**src/rtl/wisc_pipe_pkg.sv**
```systemverilog
// Shared definitions for the WISC pipeline control logic: control FSM
// state encoding and the default HALT drain length.
package wisc_pipe_pkg;

  // Control FSM states; encoding 3 is unused and recovers to StRun.
  typedef enum logic [1:0] {
    StRun    = 2'd0,
    StDrain  = 2'd1,
    StHalted = 2'd2
  } ctrl_state_e;

  // Cycles spent draining EX/MEM and MEM/WB after HALT reaches EX.
  localparam int unsigned DrainCyclesDflt = 2;

  // Width of the drain counter; enough for drain lengths up to 7.
  localparam int unsigned DrainCntW = 3;

endpackage

```
**src/rtl/hazard_ld_use.sv**
```systemverilog
// Combinational load-use comparator: the instruction in EX is a load whose
// destination is a source register of the instruction in ID.
module hazard_ld_use (
  input  logic [2:0] id_rs,
  input  logic [2:0] id_rt,
  input  logic       id_rs_used,
  input  logic       id_rt_used,
  input  logic [2:0] ex_write_sel,
  input  logic       ex_mem_read,
  input  logic       ex_valid_rd,
  output logic       load_use
);

  logic w_rs_match;
  logic w_rt_match;

  assign w_rs_match = id_rs_used && (id_rs == ex_write_sel);
  assign w_rt_match = id_rt_used && (id_rt == ex_write_sel);
  assign load_use   = ex_mem_read && ex_valid_rd && (w_rs_match || w_rt_match);

endmodule

```
**src/rtl/pipe_hazard_ctrl.sv**
```systemverilog
// Pipeline hazard control for the 5-stage WISC CPU: freeze, flush and
// bubble commands for load-use, taken branches and data-memory stalls,
// plus the HALT drain state machine.
// Optional performance counters are built when HAZ_PERF_EN is defined.
module pipe_hazard_ctrl
  import wisc_pipe_pkg::*;
#(
  parameter int unsigned DRAIN_CYCLES = DrainCyclesDflt,
  parameter int unsigned CNT_W        = 16
) (
  input  logic             clk,
  input  logic             rst,
  input  logic [2:0]       id_rs,
  input  logic [2:0]       id_rt,
  input  logic             id_rs_used,
  input  logic             id_rt_used,
  input  logic [2:0]       ex_write_sel,
  input  logic             ex_Mem_read,
  input  logic             ex_valid_rd,
  input  logic             ex_branch_taken,
  input  logic             ex_halt,
  input  logic             mem_busy,
  output logic             pc_hold,
  output logic             ifid_hold,
  output logic             ifid_flush,
  output logic             idex_hold,
  output logic             idex_bubble,
  output logic             exmem_hold,
  output logic             halt_done,
`ifdef HAZ_PERF_EN
  output logic [CNT_W-1:0] perf_stall_cnt,
  output logic [CNT_W-1:0] perf_flush_cnt,
`endif
  output logic [1:0]       ctrl_state
);

  localparam logic [DrainCntW-1:0] DrainInit = DrainCntW'(DRAIN_CYCLES - 1);

  ctrl_state_e          r_state;
  ctrl_state_e          w_state_nxt;
  logic [DrainCntW-1:0] r_cnt;
  logic [DrainCntW-1:0] w_cnt_nxt;
  logic                 w_load_use;

  hazard_ld_use u_ld_use (
    .id_rs        (id_rs),
    .id_rt        (id_rt),
    .id_rs_used   (id_rs_used),
    .id_rt_used   (id_rt_used),
    .ex_write_sel (ex_write_sel),
    .ex_mem_read  (ex_Mem_read),
    .ex_valid_rd  (ex_valid_rd),
    .load_use     (w_load_use)
  );

  assign ctrl_state = r_state;

  // Mealy command outputs and next-state/counter decode.
  always_comb begin
    w_state_nxt = r_state;
    w_cnt_nxt   = r_cnt;
    pc_hold     = 1'b0;
    ifid_hold   = 1'b0;
    ifid_flush  = 1'b0;
    idex_hold   = 1'b0;
    idex_bubble = 1'b0;
    exmem_hold  = 1'b0;
    halt_done   = 1'b0;
    if (!rst) begin
      case (r_state)
        StRun: begin
          if (mem_busy) begin
            // EX is frozen, so branch/halt/load-use re-evaluate after the stall.
            pc_hold    = 1'b1;
            ifid_hold  = 1'b1;
            idex_hold  = 1'b1;
            exmem_hold = 1'b1;
          end else if (ex_halt) begin
            pc_hold     = 1'b1;
            ifid_flush  = 1'b1;
            idex_bubble = 1'b1;
            w_state_nxt = StDrain;
            w_cnt_nxt   = DrainInit;
          end else if (ex_branch_taken) begin
            // The ID instruction is squashed, so any load-use on it is moot.
            ifid_flush  = 1'b1;
            idex_bubble = 1'b1;
          end else if (w_load_use) begin
            pc_hold     = 1'b1;
            ifid_hold   = 1'b1;
            idex_bubble = 1'b1;
          end
        end
        StDrain: begin
          pc_hold     = 1'b1;
          ifid_flush  = 1'b1;
          idex_bubble = 1'b1;
          if (mem_busy) begin
            exmem_hold = 1'b1;
            idex_hold  = 1'b1;
          end else if (r_cnt != '0) begin
            w_cnt_nxt = r_cnt - 1'b1;
          end else begin
            w_state_nxt = StHalted;
          end
        end
        StHalted: begin
          pc_hold     = 1'b1;
          ifid_flush  = 1'b1;
          idex_bubble = 1'b1;
          halt_done   = 1'b1;
        end
        default: begin
          w_state_nxt = StRun;
          w_cnt_nxt   = '0;
        end
      endcase
    end
  end

  // State and drain counter registers.
  always_ff @(posedge clk) begin
    if (rst) begin
      r_state <= StRun;
      r_cnt   <= '0;
    end else begin
      r_state <= w_state_nxt;
      r_cnt   <= w_cnt_nxt;
    end
  end

`ifdef HAZ_PERF_EN
  localparam logic [CNT_W-1:0] PerfOne = CNT_W'(1);

  logic [CNT_W-1:0] r_perf_stall;
  logic [CNT_W-1:0] r_perf_flush;

  assign perf_stall_cnt = r_perf_stall;
  assign perf_flush_cnt = r_perf_flush;

  // Saturating counts of stall and flush cycles spent in RUN.
  always_ff @(posedge clk) begin
    if (rst) begin
      r_perf_stall <= '0;
      r_perf_flush <= '0;
    end else begin
      if ((r_state == StRun) && pc_hold && !(&r_perf_stall)) begin
        r_perf_stall <= r_perf_stall + PerfOne;
      end
      if ((r_state == StRun) && ifid_flush && !(&r_perf_flush)) begin
        r_perf_flush <= r_perf_flush + PerfOne;
      end
    end
  end
`endif

endmodule

```
**config.mk**
```make
export PLATFORM = sky130hd
export DESIGN_NAME = pipe_hazard_ctrl
export DESIGN_NICKNAME = d
export VERILOG_FILES = /design/src/rtl/wisc_pipe_pkg.sv /design/src/rtl/hazard_ld_use.sv /design/src/rtl/pipe_hazard_ctrl.sv
export SDC_FILE = /design/constraint.sdc
export NUM_CORES = 1
export LEC_CHECK = 0
export BUFFER_PORTS_ARGS = -buffer_cell sky130_fd_sc_hd__clkbuf_2
export CAP_MARGIN = 5
export CORE_AREA = 3 3 40 42
export DETAILED_ROUTE_END_ITERATION = 6
export DIE_AREA = 0 0 43 45
export PLACE_DENSITY = 0.74
export SYNTH_ARGS = -nofsm -noshare
export SYNTH_HDL_FRONTEND = slang
export SYNTH_SLANG_ARGS = --single-unit
```
**constraint.sdc**
```tcl
create_clock -name clk -period 1.7 [get_ports clk]
set_input_delay 0.255 -clock clk [delete_from_list [all_inputs] [get_ports clk]]
set_output_delay 0.255 -clock clk [all_outputs]
set_load 0.01 [all_outputs]
```
==> After elaboration in Yosys (flattened, before gate mapping) <==
Cells that the tools add are included.
{ "classes": {"eq_ne": 9, "add_sub_neg": 1, "n_mux": 35, "bitwise_logic": 1, "n_reduce_logical": 11} }
{ "ops": {"columns": ["operator", "count"], "rows": [
  ["1-bit 2-to-1 mux", 22],
  ["3-bit 2-to-1 mux", 4],
  ["2-bit != test (second input constant)", 5],
  ["5-bit AND reduction", 2],
  ["3-bit one-hot mux with 3 select lines", 1],
  ["2-bit 2-to-1 mux", 4],
  ["3-bit == test", 2],
  ["1-bit one-hot mux with 2 select lines", 3],
  ["2-bit one-hot mux with 3 select lines", 1],
  ["1-bit logical AND", 4],
  ["2-bit OR reduction", 2],
  ["3-bit nonzero test", 1],
  ["3-bit by 1-bit subtractor with 3-bit output (second input constant)", 1],
  ["2-bit by 1-bit == test with 1-bit output (second input constant)", 1],
  ["2-bit == test (second input constant)", 1],
  ["2-bit logical NOT", 1],
  ["1-bit logical OR", 1],
  ["1-bit inverter", 1]
]} }
{ "word_totals": {"elab_cells": 59, "register_bits": 5, "input_bits": 18, "output_inout_bits": 9} }

==> Longest topological paths before layout <==
Gate-level depths: netlist of run 1.
{ "logic_depth": {"depth_word": 10, "ltp_mapped": 6, "ltp_nobuf": 6} }

==> Cells and area by module <==
A second synthesis of run 1 with hierarchy kept.
{ "hier_totals": {"hier_cells": 67, "area_unflattened_um2": 553.0} }
{ "modules_own_cells": {"columns": ["mod", "seq_area_each_um2", "area_per_inst_um2", "instances", "cells_each"], "rows": [
  ["pipe_hazard_ctrl", 100.1, 479.2, 1, 57],
  ["hazard_ld_use", 0.0, 73.8, 1, 10]
]} }

==> Worst setup path before layout of run 1 <==
Ideal clock, no wire load.
{ "synth_path": {"path_kind": "register to output", "startpoint": "reg r_state[0] (netlist: ctrl_state[0])", "endpoint": "out idex_bubble", "stages_incl_launch_ff": 6, "required_ns": 1.445, "arrival_ns": 1.352, "setup_slack_ns": 0.093, "n_path_buf": 0, "cell_sequence": "dfxtp_1 -> inv_1 -> ha_1 -> nand2_1 -> o31ai_1 -> a21o_1"} }
{ "synth_between": {"elab_chain_cells": 4, "elab_cells_between_ends": 6, "classes_between": "2 x eq/ne; 2 x mux; 2 x reduce/logical"} }
{ "synth_rtl": {"columns": ["element", "line", "source"], "rows": [
  ["start: declaration", "pipe_hazard_ctrl.sv:39", "ctrl_state_e r_state;"],
  ["start signal: assignment", "pipe_hazard_ctrl.sv:124", "r_state <= StRun;"],
  ["start signal: assignment", "pipe_hazard_ctrl.sv:127", "r_state <= w_state_nxt;"],
  ["2-bit by 1-bit == test with 1-bit output / 2-bit == test (equally long branches)", "pipe_hazard_ctrl.sv:70", "case (r_state)"],
  ["2-bit OR reduction (no source line)", null, null],
  ["1-bit one-hot mux with 2 select lines *", "pipe_hazard_ctrl.sv:70", null],
  ["1-bit 2-to-1 mux *", "pipe_hazard_ctrl.sv:69", "if (!rst) begin"],
  ["end: declaration", "pipe_hazard_ctrl.sv:27", "output logic idex_bubble,"]
]} }
Mark *: on every way between the ends. The rest lies on a longest branch, timed or not.

==> Worst setup path after layout of run 1 <==
{ "layout_path": {"startpoint": "reg r_state[0] (netlist: ctrl_state[0])", "endpoint": "out ifid_hold"} }
{ "layout_between": {"elab_chain_cells": 3} }
{ "layout_rtl": {"columns": ["element", "line", "source"], "rows": [
  ["2-bit logical NOT", "pipe_hazard_ctrl.sv:70", null],
  ["1-bit 2-to-1 mux", "pipe_hazard_ctrl.sv:70", null],
  ["1-bit 2-to-1 mux", "pipe_hazard_ctrl.sv:69", null],
  ["end: declaration", "pipe_hazard_ctrl.sv:24", "output logic ifid_hold,"]
]} }
Every way passes these cells.

==> results of run 1 <==
==> per-stage QoR <==
step	hold slack [ps]	util, %	instance area [µm²]
2_1_floorplan	484	-	529
3_3_place_gp	497	53.0	681
3_5_place_dp	510	53.0	681
4_1_cts	309	57.6	741
5_1_grt	361	64.9	835
6_report	337	64.9	835
==> flip-flops by register name, summed over array words and instances, names as in the netlist <==
register / count
r_cnt: 3
ctrl_state: 2
==> layout make-up <==
cell class / instances / share of cell area, %
sequential: 5 / 12.9
tap: 15 / 2.25
multi-input combinational: 54 / 54.9
timing repair buffer: 33 / 23.4
clock buffer: 4 / 3.15
inverter: 7 / 3.45
==> path summary, 6_finish.rpt <==
| kind | startpoint | endpoint | slack, ps |
|---|---|---|---|
| worst max-delay path | ctrl_state[0]$_SDFFE_PP0P_ | ifid_hold | -40 |
| worst min-delay path | rst | ctrl_state[1]$_SDFFE_PP0P_ | 340 |
| worst max register to register | ctrl_state[0]$_SDFFE_PP0P_ | r_cnt[0]$_SDFFE_PP0P_ | 80 |
| worst min register to register | r_cnt[2]$_SDFFE_PP0P_ | r_cnt[2]$_SDFFE_PP0P_ | 520 |
==> what timing repair did <==
| action | in CTS | in global routing |
|---|---|---|
| pin swaps | 2 | 9 |
| setup buffers | 0 | 5 |
| setup endpoints to repair | 4 | 4 |
| cloned | 0 | 1 |
| gates resized for setup | 10 | 15 |
==> power by group <==
| part | switching [mW] | total [mW] | leakage [nW] | internal, mW |
|---|---|---|---|---|
| clock network | 0.0433 | 0.132 | 0.0150 | 0.0884 |
| registers | 0.0378 | 0.202 | 0.0423 | 0.164 |
| logic | 0.449 | 0.862 | 0.349 | 0.413 |
==> cell families (layout without fill, tap and decap cells) <==
logic type      Yosys count  after routing  share of synthesized area, %
simple gates             23             23                          22.9
compound gates           17             18                          24.8
buf+inv                   9             44                          7.33
fa+ha+maj                 6              6                          14.2
xor+xnor                  6              6                          9.93
flops                     5              5                          18.9
mux                       1              1                          1.89
==> metal layers <==
metal / track usage (%) / up-vias
li1: - / 318
met2: 26.6 / 23
met3: 3.19 / 0
met4: 5.42 / 0
met1: 16.5 / 290
met5: 0 / -
==> worst max-delay path, stage by stage (launching register included) <==
cell,delay [ps]
dfxtp_4,350
inv_2,70
ha_4,170
nand2_2,80
nor4_2,280
a32o_2,190
buf_6,100
==> cells in the final DEF (no fill, tap or decap), types with 2 or more instances in the layout <==
master / count
ha_1: 4
o21ai_0: 3
buf_4: 7
clkbuf_4: 3
nor4_1: 2
buf_6: 2
nor2_1: 2
a21o_1: 3
clkbuf_2: 23
dfxtp_1: 3
dfxtp_4: 2
inv_1: 5
a21oi_1: 2
xnor2_1: 6
nor2b_1: 2
nand2_1: 6
nand4_1: 3
==> results list, run 1 <==
- Largest buffer count on any clock path: 2
- Commonest register cell after synthesis: dfxtp_1
- The number of global-route vias before repair is 554.
- Final non-filler cell total: 118
- Yosys instantiated no cell more often than nand2_1.
- Global routing used 14.5% of the available tracks.
* Met3 wire len: 122 µm
* Clock latency on the worst-skew pair: 240 ps
- In the final layout, the multi-input gates occupy 458 µm².
- Measured along the y axis, the die boundary spans 45 µm.
* Worst slack at placement: 29.2 ps
- Clock Tree Root: clkbuf_4
- After the last flow step, the layout net total stands at 128.
- For this design, the CTS-stage hold fixing added 0 buffers.
- TritonCTS clock tree: built
* Syn Inst Count: 67
- For this block, wires on met1 add up to 606 µm.
- The die covers 0.00194 mm².
* Routed via count divided by cell count: 5.35
* Wire length on met2: 837 µm
- Fraction of registers with async set or reset after synthesis: 0%
- Number of flip-flops and latches in the synthesized netlist: 5
- The setup path with the least slack is of type reg2out.
- Layout overhead on the synthesized area: 57.7%
- Required time of the worst setup path: 1440 ps
- Leading area contributor after synthesis: dfxtp_1
- Critical path capture point type: output pin
- Placed wire-length estimate after detailed placement: 1.09 mm
- Synth top area share: 18.9%
* Fraction of final layout cells with drive strength greater than 1: 50.5%
- After synthesis, the mean cell area works out to 7.90 µm².
- After clock tree synthesis, the clock-pin slew on the worst setup and hold paths is 40 ps.
* Area of the mapped netlist: 529 µm²
- Number of cells on the worst hold path: 2
- Summing all flip-flop and latch instances after layout gives 108 µm².
- Library cells used by synthesis: 26
- Pin count of the biggest net entering global routing: 10
- At the pin with the least slew margin, the transition time is 343 ps.
- First-pass GRT wire length: 2.16 mm
- 1st-pass router iterations: 4
- Final Hold Viols: 0
* LEAKAGE: 0.406 nW
* Main area contributors after synthesis: dfxtp_1, ha_1, xnor2_1
- Result of the run: finished with violations
- Counting cells, the worst reg-to-reg path comes to 7.
* Final number of max-transition violations: 0
- In this run the number of H-tree levels came out at 1.
* Remaining DRCs: 0
* Vias after detailed routing: 631
- For this design the top-level I/O count stands at 27.
- Final RePlAce weighted congestion: 0.782
* Setup TNS: -36.1 ps
- Initial core utilization: 41.2%
- The number of antenna violations at the first check in global routing is 0.
- Top Metal Used: met3
- Seq/Total Area, Yosys: 18.9%
- The total overflow left after global routing is 0.
- Share of the clock period used by the worst path after layout: 102%
- Dividing total power by cell area gives a power density of 1430 mW/mm².
- Cell count after placement: 108
* Violations in the final reports: setup timing
- The worst setup path is launched from a register.
- Routed WL: 1.57 mm
- The initialized floorplan defines 13 standard-cell rows.
- After the first detailed-routing iteration, the DRC count stood at 21.
- Max cap viols: 0
* Peak clock frequency supported by timing: 576 MHz
- CTS saw 5 sinks.
- Synth top cells by count: nand2_1, inv_1, ha_1, xnor2_1, dfxtp_1
* Net count of the mapped netlist: 91
- In this run the worst path has a maximum fanout of 5.
- On the final layout, the worst clock skew is 0.137 ps.
- Once routing completed, OpenROAD measured the worst setup slack at -36.1 ps.
- Setup violations remaining at the end of the flow were counted as 1.
- Average detailed-routed wire length per instance: 13.3 µm
* Critical Path AT: 1480 ps
- Fill cells: 117
* Core region area: 0.00128 mm²
- The worst path in the final design needs a cycle of 1740 ps, including I/O delays and setup.
* Count of inserted antenna diode cells: 0
- Count of port buffers added during placement: 26
- Horiz. Die Dim: 43 µm
* Remaining max-slew budget at the tightest pin: 77.1%
* Post-route ant nets: 0
* Maximum VDD drop: 0.789 mV
* Count of synthesis-stage warnings from yosys: 0
- Overall power consumption after layout is estimated at 1.20 mW.
- Buffers inserted during clock tree synthesis total 3.
* Setup repair after global routing missed its margin: yes
* Worst min path class: in2reg
- Counting flops with a built-in enable in the synthesized netlist gives 0.
No activity file was read; power rests on OpenSTA's default activity.
==> run 2: changes to the inputs <==
==> constraint.sdc (replaced) <==
create_clock -name clk -period 1.7 [get_ports clk]
set_input_delay 0.425 -clock clk [delete_from_list [all_inputs] [get_ports clk]]
set_output_delay 0.425 -clock clk [all_outputs]
set_load 0.01 [all_outputs]
==> run 2 against run 1 <==
Net effect:
- the run still ends with setup timing left
- highest routed layer is now met4
- worst setup slack got worse by 81 ps
- critical path type unchanged
- sequential power up 2%
- die area stayed put
- core utilization up 3.3 points
- register-to-register slack worse by 30 ps
- sequential share of layout area down 0.63 points
- cell count increased by 2.5%
==> results list, run 2 (synthesis gave the netlist of run 1 again) <==
- Result of the run: finished with violations
- The checks that failed: setup timing.
* Type of the worst setup path: reg2out
* Count of inserted antenna diode cells: 0
- Static timing analysis puts the maximum clock frequency at 550 MHz.
* Final non-filler cell total: 121
- Global routing used 17.1% of the available tracks across all layers.
* Remaining DRCs: 0
- TritonCTS clock tree: built
* Layout overhead on the synthesized area: 65.7%
- Routed via count divided by cell count: 5.32
- Share of the clock period used by the worst path after layout: 107%
* Initial antenna violation count: 0
- The smallest clock period supported by the final layout is computed as 1820 ps.
- Horiz. Die Dim: 43 µm
- The first detailed-routing pass ran for 4 iterations.
* Flip-flop count of the largest register, all copies and words added: 3
* Final worst-path setup slack: -117 ps
- Entering global routing, the biggest net connects 10 pins.
* Core region area: 0.00128 mm²
* Startpoint type of the worst setup path: register
- Summing all flip-flop and latch instances after layout gives 108 µm².
* Critical Path AT: 1390 ps
- Clock tree synthesis found a total of 5 sinks.
* Worst hold slack across all endpoints: 514 ps
* Most common cell after layout, fill and taps aside: clkbuf_2
- The max-slew violation count was 0.
- For this run, the post-layout net count is 131.
- The setup check on the worst reg-to-reg path leaves a slack of 50 ps.
- Count of port buffers added during placement: 26
* CTS clk-pin slew, worst paths: 50 ps
- Global routing finished with a remaining overflow of 0.
- Placed wire-length estimate after detailed placement: 1.16 mm
- The clock arrives with 6.23 ps of skew.
* Worst min path class: reg2reg
- Clock Tree Root: clkbuf_4
- Largest buffer count on any clock path: 2
- Biggest fanout along the worst timing path: 4
- The number of global-route vias before repair is 601.
* Register with the most flip-flops: r_cnt
- For this configuration, the core starts out at a cell density of 41.2%.
- Cell count after placement: 113
* Fill cells: 100
* Clock latency on the worst-skew pair: 250 ps
- Layout Utilization: 68.3%
* Top Ports: 27
- Max cap viols: 0
* Critical path capture point type: output pin
* First-pass GRT wire length: 2.48 mm
- LEAKAGE: 0.430 nW
* Final std cell area, no fill: 877 µm²
- Setup repair after global routing could not meet its margin everywhere.
- Number of placement rows: 13
* Required time of the worst setup path: 1270 ps
* Vertical extent of the die: 45 µm
- Maximum VDD drop: 0.819 mV
- The final route contains 644 vias.
- In this run, CTS created clock tree buffers numbering 3.
* Power per standard cell area: 1400 mW/mm²
* Average detailed-routed wire length per instance: 13.0 µm
* Remaining max-slew budget at the tightest pin: 72.2%
- Fraction of final layout cells with drive strength greater than 1: 56.6%
- Multi-input gate area in the final layout: 480 µm²
- The detailed router finished its first iteration with 10 violations.
- Transition at the pin with the smallest max-transition slack: 416 ps
* Hold buffer count at CTS: 0
- Final Hold Viols: 0
- Deepest level of the CTS H-tree: 1
- The die covers 0.00194 mm².
* Setup violation total in the final timing report: 6
- At the end of routability-driven placement, the weighted congestion stood at 0.785.
- Once detail routing completed, the nets flagged for antenna violations numbered 0.
* Routed WL: 1.57 mm
- DP Area: 723 µm²
- In the layout the commonest cells are clkbuf_2, buf_4, xnor2_1.
* Sum of internal, switching and leakage power: 1.23 mW
-- run 2: timing repair --
| item | 4_1_cts | 5_1_grt |
|---|---|---|
| endpoints found under the setup margin | 6 | 9 |
| setup buffers | 3 | 1 |
| resized for setup | 20 | 13 |
| pin swaps | 7 | 10 |
-- run 2: metal layers --
layer | vias to the layer above | track usage, % | wire length [µm]
met5 | - | 0 | 0
met4 | 0 | 8.43 | 39
met3 | 12 | 3.19 | 92
met2 | 29 | 30.5 | 829
met1 | 282 | 19.5 | 607
li1 | 321 | - | -
-- run 2: final cells by class --
| type | count | share of cell area [%] |
|---|---|---|
| sequential | 5 | 12.3 |
| tap | 15 | 2.14 |
| clock buffer | 4 | 3.00 |
| timing repair buffer | 37 | 24.3 |
| multi-input combinational | 53 | 54.8 |
| inverter | 7 | 3.57 |
-- run 2: per-stage QoR --
| step | TNS, ps | worst slack, ps |
|---|---|---|
| 6_report | -420 | -117 |
| 5_1_grt | -808 | -198 |
| 4_1_cts | -698 | -165 |
| 3_5_place_dp | -23.6 | -23.6 |
| 3_3_place_gp | 0 | 31.2 |
| 2_1_floorplan | 0 | 15.8 |
-- run 2: worst paths after layout --
| kind | from | to | cells after the start |
|---|---|---|---|
| min reg2reg | r_cnt[0]$_SDFFE_PP0P_ | r_cnt[0]$_SDFFE_PP0P_ | 2 |
| min | r_cnt[0]$_SDFFE_PP0P_ | r_cnt[0]$_SDFFE_PP0P_ | 2 |
| max reg2reg | ctrl_state[1]$_SDFFE_PP0P_ | r_cnt[2]$_SDFFE_PP0P_ | 7 |
| max | ctrl_state[1]$_SDFFE_PP0P_ | idex_bubble | 6 |
-- run 2: power by group --
group,internal [mW],leakage [nW],switching (mW),total [mW]
Combinational,0.432,0.373,0.453,0.885
Sequential,0.164,0.0423,0.0422,0.206
Clock,0.0888,0.0150,0.0493,0.138
-- run 2: worst max-delay path, cell delays in order, from the launching register on --
cell	delay [ps]
dfxtp_4	360
ha_4	160
nor2_4	110
nand2_4	90
o31ai_4	190
a21o_1	110
buf_2	120
==> run 3: changes to the inputs <==
- TNS_END_PERCENT: not set -> 20
==> run 3 against run 2 <==
Net effect:
- the flow still finishes with violations (setup timing)
- non-clock buffer count is 2 lower
- sequential share of layout area about the same
- fmax shrank 0.81%
- cell count shrank 1.7%
- routed wire length shrank 0.32%
- largest power group unchanged
- clock power is essentially flat
- clock skew hardly changed
- critical endpoint unchanged
==> results list, run 3 (synthesis gave the netlist of run 1 again) <==
* 1st-pass router iterations: 5
* Maximum VDD drop: 0.824 mV
- At the pin with the least slew margin, the transition time is 394 ps.
- Peak clock frequency supported by timing: 546 MHz
- Setup Skew: 6.27 ps
- For this block, the via count after detailed routing is 633.
* Initial core utilization: 41.2%
- Setup repair after global routing missed its margin: yes
* Setup violation total in the final timing report: 7
* Startpoint type of the worst setup path: register
- Measured against its own limit, the worst slew margin works out to 73.7%.
* Deepest level of the CTS H-tree: 1
- The count of buffers added on input and output ports is 26.
- Fraction of final layout cells with drive strength greater than 1: 55.8%
- The number of endpoints with negative hold slack in the final report was 0.
- The design draws 1.22 mW.
- The worst path uses 108% of the clock period.
* Core region area: 0.00128 mm²
* Biggest fanout along the worst timing path: 3
- Clock latency on the worst-skew pair, taken at its later pin, is 240 ps.
- Total die area: 0.00194 mm²
* Vertical extent of the die: 45 µm
- First-pass GRT wire length: 2.55 mm
- Timing analysis after detailed placement gives a worst setup slack of -23.6 ps.
* Reg2Reg Depth: 7
- The register with the most flip-flops in the layout has 3 of them.
- Layout overhead on the synthesized area: 66.0%
- Grt ovf: 0
- Layout Utilization: 68.4%
- Initial antenna violation count: 0
- Summed over all layers, the routed wires come to 1.57 mm.
- Most common cell after layout, fill and taps aside: clkbuf_2
- LEAKAGE: 0.419 nW
- The flow ran to the end, but the final reports show violations.
* Number of cells on the worst hold path: 2
* Final critical-path required period: 1830 ps
* Via count of the first global-routing pass: 615
* Final number of max-transition violations: 0
* Placed wire-length estimate after detailed placement: 1.16 mm
* Violations in the final reports: setup timing
* TritonCTS clock tree: built
- Commonest cells after routing, fill and taps aside: clkbuf_2, buf_4, xnor2_1
* Worst min path class: reg2reg
- In this run the remaining antenna-violating nets after routing total 0.
- At the worst endpoint, the required time is 1270 ps.
* Pin count of the biggest net entering global routing: 10
* Type of the worst setup path: reg2out
- Number of design-rule violations left by the first detailed-router iteration: 8
- Clock tree synthesis selected as its root buffer the cell clkbuf_4.
- Setup slack on the critical path of the routed design comes to -131 ps.
- Global routing used 17.4% of the available tracks across all layers.
- Power per standard cell area: 1390 mW/mm²
- Critical path capture point type: output pin
* Remaining DRCs: 0
* Critical Path AT: 1410 ps
- Buffers inserted during clock tree synthesis total 3.
* CTS clk-pin slew, worst paths: 50 ps
* Horiz. Die Dim: 43 µm
* Final RePlAce weighted congestion: 0.785
* Count of inserted antenna diode cells: 0
* Average detailed-routed wire length per instance: 13.2 µm
* Number of nets in the final layout: 129
* Setup TNS: -573 ps
- Across the run, the number of max-cap violations was 0.
- No sink is reached through more buffers than the 2 on the longest clock path.
- The clock drives 5 sinks.
* Routed via count divided by cell count: 5.32
* Register with the most flip-flops: r_cnt
- Number of placement rows: 13
* Top Ports: 27
-- run 3: cell count changes in the layout (fill, tap and decap cells not counted) --
cell      previous run  this run
buf_2                5         3
buf_4               11         9
buf_6                0         1
clkbuf_2            21        22
ha_2                 1         0
ha_4                 2         3
o21ai_0              2         1
o21ai_1              1         2
-- run 3: path summary, 6_finish.rpt --
check | startpoint | end | slack, ps
worst min-delay path | r_cnt[0]$_SDFFE_PP0P_ | r_cnt[0]$_SDFFE_PP0P_ | 510
worst max register to register | ctrl_state[1]$_SDFFE_PP0P_ | r_cnt[2]$_SDFFE_PP0P_ | 0
worst min register to register | r_cnt[0]$_SDFFE_PP0P_ | r_cnt[0]$_SDFFE_PP0P_ | 510
worst max-delay path | ctrl_state[1]$_SDFFE_PP0P_ | idex_bubble | -130
-- run 3: power by group --
part	total (mW)	switching, mW	internal, mW
Clock	0.138	0.0497	0.0888
Sequential	0.208	0.0446	0.164
Combinational	0.875	0.456	0.419
Total	1.22	0.550	0.671
-- run 3: area by class of cell --
class	instances	area, µm²
multi-input combinational	53	490
fill	104	407
timing repair buffer	35	204
sequential	5	108
inverter	7	31.3
clock buffer	4	26.3
tap	15	18.8
-- run 3: stage by stage --
step                      cells  hold slack (ps)  area [µm²]
after global placement      113              498         723
after detailed placement    113              511         723
final                       119              514         878
after global routing        119              574         878
after CTS                   119              518         837
after floorplan              67              484         534
-- run 3: timing repair --
item                       4_1_cts  5_1_grt
gates resized for setup         20       15
hold buffers                     0        0
setup endpoints to repair        6       10
buffers inserted                 2        0
pin swaps                        7       10
-- run 3: routing by layer --
metal  up-vias  GRT usage, %  routed length, µm
li1        316             -                  -
met1       288          20.0                604
met2        26          31.1                866
met3         3          3.19                 80
met4         0          8.43                 14
met5         -             0                  0
-- run 3: critical path, stage by stage (launching register included) --
cell and delay, ps:
dfxtp_4 370, ha_4 140, nor2_4 40, buf_4 130, nand2_2 100, o31ai_4 80, a21o_1 150, buf_2 130
